### src/rtl/id_pkg.sv
// Shared decode constants and the EX-stage control bundle for the ID/EX pipeline stage.
package id_pkg;

  localparam logic [5:0] OpRtype = 6'h00;
  localparam logic [5:0] OpLw    = 6'h23;
  localparam logic [5:0] OpSw    = 6'h2B;
  localparam logic [5:0] OpBeq   = 6'h04;
  localparam logic [5:0] OpAddi  = 6'h08;
  localparam logic [5:0] OpJ     = 6'h02;

  localparam logic [5:0] FnAdd = 6'h20;
  localparam logic [5:0] FnSub = 6'h22;
  localparam logic [5:0] FnAnd = 6'h24;
  localparam logic [5:0] FnOr  = 6'h25;
  localparam logic [5:0] FnSlt = 6'h2A;

  localparam logic [2:0] AluAnd = 3'b000;
  localparam logic [2:0] AluOr  = 3'b001;
  localparam logic [2:0] AluAdd = 3'b010;
  localparam logic [2:0] AluSub = 3'b110;
  localparam logic [2:0] AluSlt = 3'b111;

  typedef struct packed {
    logic       reg_write;
    logic       mem_to_reg;
    logic       mem_write;
    logic       branch;
    logic       jump;
    logic       alu_src;
    logic [2:0] alu_control;
  } ex_ctrl_t;

endpackage

### src/rtl/id_decoder.sv
// Combinational main + ALU decoder: opcode/funct to EX control bits, rd/rt select, illegal flag.
module id_decoder
  import id_pkg::*;
(
  input  logic [5:0] op_i,
  input  logic [5:0] funct_i,
  output ex_ctrl_t   ctrl_o,
  output logic       reg_dst_o,
  output logic       illegal_o
);

  always_comb begin
    ctrl_o    = '0;
    reg_dst_o = 1'b0;
    illegal_o = 1'b0;
    case (op_i)
      OpRtype: begin
        ctrl_o.reg_write = 1'b1;
        reg_dst_o        = 1'b1;
        case (funct_i)
          FnAdd:   ctrl_o.alu_control = AluAdd;
          FnSub:   ctrl_o.alu_control = AluSub;
          FnAnd:   ctrl_o.alu_control = AluAnd;
          FnOr:    ctrl_o.alu_control = AluOr;
          FnSlt:   ctrl_o.alu_control = AluSlt;
          default: begin
            ctrl_o    = '0;
            reg_dst_o = 1'b0;
            illegal_o = 1'b1;
          end
        endcase
      end
      OpLw: begin
        ctrl_o.reg_write   = 1'b1;
        ctrl_o.mem_to_reg  = 1'b1;
        ctrl_o.alu_src     = 1'b1;
        ctrl_o.alu_control = AluAdd;
      end
      OpSw: begin
        ctrl_o.mem_write   = 1'b1;
        ctrl_o.alu_src     = 1'b1;
        ctrl_o.alu_control = AluAdd;
      end
      OpBeq: begin
        ctrl_o.branch      = 1'b1;
        ctrl_o.alu_control = AluSub;
      end
      OpAddi: begin
        ctrl_o.reg_write   = 1'b1;
        ctrl_o.alu_src     = 1'b1;
        ctrl_o.alu_control = AluAdd;
      end
      OpJ: begin
        ctrl_o.jump        = 1'b1;
        ctrl_o.alu_control = AluAdd;
      end
      default: illegal_o = 1'b1;
    endcase
  end

endmodule

### src/rtl/id_ex_stage.sv
// Decode stage with writeback bypass, load-use stall detection and the ID/EX pipeline register.
module id_ex_stage
  import id_pkg::*;
#(
  parameter int unsigned DATA_W = 32,
  parameter int unsigned REG_AW = 5
) (
  input  logic              clk,
  input  logic              reset,
  input  logic [31:0]       InstrD,
  input  logic [DATA_W-1:0] PCPlus4D,
  input  logic              ValidD,
  input  logic [DATA_W-1:0] RD1,
  input  logic [DATA_W-1:0] RD2,
  input  logic              RegWriteW,
  input  logic [REG_AW-1:0] WriteRegW,
  input  logic [DATA_W-1:0] ResultW,
  input  logic              FlushE,
  output logic [REG_AW-1:0] A1,
  output logic [REG_AW-1:0] A2,
  output logic              StallD,
  output logic              ValidE,
  output logic              IllegalE,
  output logic              RegWriteE,
  output logic              MemtoRegE,
  output logic              MemWriteE,
  output logic              BranchE,
  output logic              JumpE,
  output logic              ALUSrcE,
  output logic [2:0]        ALUControlE,
  output logic [DATA_W-1:0] SrcAE,
  output logic [DATA_W-1:0] WriteDataE,
  output logic [DATA_W-1:0] SignImmE,
  output logic [REG_AW-1:0] RsE,
  output logic [REG_AW-1:0] RtE,
  output logic [REG_AW-1:0] WriteRegE,
  output logic [DATA_W-1:0] PCPlus4E
);

  typedef struct packed {
    logic              valid;
    logic              illegal;
    ex_ctrl_t          ctrl;
    logic [DATA_W-1:0] src_a;
    logic [DATA_W-1:0] write_data;
    logic [DATA_W-1:0] sign_imm;
    logic [REG_AW-1:0] rs;
    logic [REG_AW-1:0] rt;
    logic [REG_AW-1:0] write_reg;
    logic [DATA_W-1:0] pc_plus4;
  } ex_reg_t;

  ex_reg_t           ex_d, ex_q;
  ex_ctrl_t          dec_ctrl;
  logic              dec_reg_dst;
  logic              dec_illegal;
  logic [REG_AW-1:0] rd;
  logic [DATA_W-1:0] src_a, src_b;
  logic              unused_shamt;

  assign A1           = InstrD[25:21];
  assign A2           = InstrD[20:16];
  assign rd           = InstrD[15:11];
  assign unused_shamt = ^InstrD[10:6];

  id_decoder u_decoder (
    .op_i     (InstrD[31:26]),
    .funct_i  (InstrD[5:0]),
    .ctrl_o   (dec_ctrl),
    .reg_dst_o(dec_reg_dst),
    .illegal_o(dec_illegal)
  );

  // $0 always reads zero, even if writeback targets it.
  always_comb begin
    src_a = RD1;
    src_b = RD2;
    if (RegWriteW && (WriteRegW == A1)) src_a = ResultW;
    if (RegWriteW && (WriteRegW == A2)) src_b = ResultW;
    if (A1 == '0) src_a = '0;
    if (A2 == '0) src_b = '0;
  end

  assign StallD = ex_q.valid && ex_q.ctrl.mem_to_reg && (ex_q.rt != '0) &&
                  ((ex_q.rt == A1) || (ex_q.rt == A2));

  always_comb begin
    ex_d = '0;
    if (!FlushE && !StallD && ValidD) begin
      ex_d.valid      = 1'b1;
      ex_d.illegal    = dec_illegal;
      ex_d.ctrl       = dec_ctrl;
      ex_d.src_a      = src_a;
      ex_d.write_data = src_b;
      ex_d.sign_imm   = {{(DATA_W-16){InstrD[15]}}, InstrD[15:0]};
      ex_d.rs         = A1;
      ex_d.rt         = A2;
      // Non-writing instructions carry a zero destination.
      ex_d.write_reg  = dec_ctrl.reg_write ? (dec_reg_dst ? rd : A2) : '0;
      ex_d.pc_plus4   = PCPlus4D;
    end
  end

  always_ff @(posedge clk) begin
    if (reset) ex_q <= '0;
    else       ex_q <= ex_d;
  end

  assign ValidE      = ex_q.valid;
  assign IllegalE    = ex_q.illegal;
  assign RegWriteE   = ex_q.ctrl.reg_write;
  assign MemtoRegE   = ex_q.ctrl.mem_to_reg;
  assign MemWriteE   = ex_q.ctrl.mem_write;
  assign BranchE     = ex_q.ctrl.branch;
  assign JumpE       = ex_q.ctrl.jump;
  assign ALUSrcE     = ex_q.ctrl.alu_src;
  assign ALUControlE = ex_q.ctrl.alu_control;
  assign SrcAE       = ex_q.src_a;
  assign WriteDataE  = ex_q.write_data;
  assign SignImmE    = ex_q.sign_imm;
  assign RsE         = ex_q.rs;
  assign RtE         = ex_q.rt;
  assign WriteRegE   = ex_q.write_reg;
  assign PCPlus4E    = ex_q.pc_plus4;

endmodule

### config.mk
export PLATFORM = sky130hd
export DESIGN_NAME = id_ex_stage
export DESIGN_NICKNAME = d
export VERILOG_FILES = /design/src/rtl/id_pkg.sv /design/src/rtl/id_decoder.sv /design/src/rtl/id_ex_stage.sv
export SDC_FILE = /design/constraint.sdc
export NUM_CORES = 1
export LEC_CHECK = 0
export BUFFER_PORTS_ARGS = -buffer_cell sky130_fd_sc_hd__clkbuf_2
export CAP_MARGIN = 40
export CORE_MARGIN = 5
export CORE_UTILIZATION = 25
export DETAILED_ROUTE_END_ITERATION = 10
export PLACE_DENSITY_LB_ADDON = 0.08
export SLEW_MARGIN = 15
export SYNTH_ARGS = -nofsm -noshare
export SYNTH_HDL_FRONTEND = slang
export SYNTH_SLANG_ARGS = --single-unit
### constraint.sdc
create_clock -name clk -period 2.8 [get_ports clk]
set_clock_uncertainty 0.1 [all_clocks]
set_input_delay 0.42 -clock clk [delete_from_list [all_inputs] [get_ports clk]]
set_output_delay 0.42 -clock clk [all_outputs]
set_load 0.05 [all_outputs]
==> flow_metrics.tcl <==
set metrics [dict create \
    postCtsSetupRepairBufs 0 \
    syn_to_final_growth_pct 47.1 \
    grt_pass1_vias 4503 \
    drc 0 \
    min_period_ns 2.48 \
    grt_pass1_wl_microns 25100 \
    synth_largest_area_cell "dfxtp_1" \
    slowest_delay_ns 0.56 \
    wl_met3_microns 1640 \
    drive_gt1_share_pct 48.2 \
    tns_ns 0 \
    r2r_cells 5 \
    relSlewSlack_pct 65.4 \
    crit_buf_inv 1 \
    post-synth-top-area-fraction_pct 55.6 \
    dp_hpwl_microns 13400 \
    finalPower_mw 4.92 \
    grt-ovfl-total 0 \
    yosysSeqAreaShare_pct 55.6 \
    cp_data_required_time_ns 2.28 \
    slew_viol_final 0 \
    worstPathArrival_ns 1.96 \
    end_kind "output port" \
    start_kind "flip-flop" \
    insertion_delay_ns 0.41 \
    ys_warn_count 0 \
    ant_nets 0 \
    dp_slack_ns 0.523 \
    routed-wl-met2_microns 8830 \
    crit_fanout 4 \
    holdWs_ns 0.106 \
    dominantRegCellSynth "dfxtp_1" \
    cts-root-buf "clkbuf_16" \
    synth_area_leaders "dfxtp_1, mux2i_1, and2_1, nor2_1, buf_4" \
    syn_area_sq_um 4970 \
    synth.distinct_cells 37 \
    min_path_type "in2reg" \
    setup_slack_ns 0.321 \
    syn_area_per_cell_sq_um 10.7 \
    stdcell_area_sq_um 7310 \
    synthArstFlopShare_pct 0 \
    cts-htree-levels 4 \
    gp_congestion 0.789 \
    clkTransAtPathRegs_ns 0.06 \
    io_pins 335 \
    drtIter0Drc 68 \
    die_area_sq_um 22800 \
    final_cell_mix "clkbuf_2, dfxtp_1, nor2_1, mux2i_1, and2_1" \
    path_cells "or4_1 > o211ai_2 > nor2_1 > clkbuf_2" \
    vias 4205 \
    clock.fmax_ghz 0.403 \
    rows 51 \
    peakVddDrop_mv 0.369 \
    whs_path_depth 2 \
    port_buffers 334 \
    p_leak_nw 3.52 \
    final_common_cell "clkbuf_2" \
    drtPass1Iterations 4 \
    cts_buffer_depth 2 \
    antenna_found_initial 0 \
    viasPerCell 4.00 \
    critical_path_class "reg2out" \
    wl_met1_microns 6010 \
    topRoutingLayerUsed "met4" \
    cts_tree "done" \
    numCtsBuffers 17 \
    rsz0062_at_grt "no" \
    fp.dieW_microns 151 \
    power_density_nw_per_um2 673 \
    fp.dieH_microns 151 \
    initial_core_util_pct 25.5 \
    core_area_sq_um 19500 \
    synth_fp_nets 634 \
    status "completed" \
    crit_family "simple AND/OR/NAND/NOR gates" \
    diodes 0 \
    finalNetCount 944 \
    synth_edf_count 0 \
    cts_sinks 138 \
    routedWlPerCell_microns 16.1 \
    placed_area_sq_um 6710 \
    groute.usage.overall_pct 14.5 \
    setup_viol 0 \
    crit_cells 4 \
    synth_seq_cells 138 \
    cap_violations 0 \
    ctsHoldBuffers 0 \
    hold_violations 0 \
    wl_microns 16900 \
    cts_resized 0 \
    finalCritPeriodShare_pct 88.5 \
    critical-path-slowest-cell "or4_1" \
    tightest_slew_ns 0.519 \
    grt_max_degree 62 \
    synthCells 464 \
]
==> through the flow <==
step / cells / utilization, %
floorplan: 464 / -
global placement: 1020 / 34.3
detailed placement: 1020 / 34.3
CTS: 1052 / 37.4
finish: 1052 / 37.4
global route: 1052 / 37.4
==> path summary, 6_finish.rpt <==
path	startpoint	to	slack [ns]
setup / recovery	RtE[1]	StallD	0.32
hold / removal	PCPlus4D[6]	PCPlus4E[6]	0.11
setup reg to reg	RtE[1]	JumpE	0.68
hold reg to reg	ValidE	RegWriteE	0.77
==> Yosys cell counts (3+ instances only) <==
master / number
clkbuf_1: 7
nor4_1: 5
nor3_1: 13
a21oi_1: 4
buf_2: 8
mux2i_1: 69
buf_4: 26
and3_1: 4
buf_6: 7
xor2_1: 18
nor2_1: 75
and2_1: 58
xnor2_1: 3
dfxtp_1: 138
o21ai_1: 3
==> per-layer routing <==
layer / up-vias / global-route usage (%)
met5: - / 0
met4: 0 / 5.98
met3: 27 / 5.98
met2: 182 / 25.9
met1: 1880 / 14.9
li1: 2116 / -
==> registers in the layout, indices dropped and copies added (netlist names), 3 cells and up <==
| register | cells |
|---|---|
| ALUControlE | 3 |
| PCPlus4E | 32 |
| RsE | 5 |
| RtE | 5 |
| SignImmE | 16 |
| SrcAE | 32 |
| WriteDataE | 32 |
| WriteRegE | 5 |
==> cells by family after synthesis <==
logic type	synth area share, %
flops	55.6
compound gates	2.09
simple gates	17.6
xor+xnor	3.70
mux	13.9
buf+inv	7.13
==> where the power goes <==
| group | switching [mW] | leakage [nW] | internal, mW | total, mW |
|---|---|---|---|---|
| combinational | 0.399 | 2.11 | 0.195 | 0.594 |
| sequential | 0.0165 | 1.12 | 2.01 | 2.03 |
| clock | 0.847 | 0.289 | 1.45 | 2.29 |
| total | 1.26 | 3.52 | 3.65 | 4.92 |
==> layout make-up <==
type	count	area (sq um)
Clock buffer	21	460
Tap cell	265	332
Inverter	3	13.8
Clock inverter	11	145
Fill cell	2028	12200
Timing Repair Buffer	339	1730
Multi-Input combinational cell	275	1860
Sequential cell	138	2760
No activity file was read; power rests on OpenSTA's default activity.
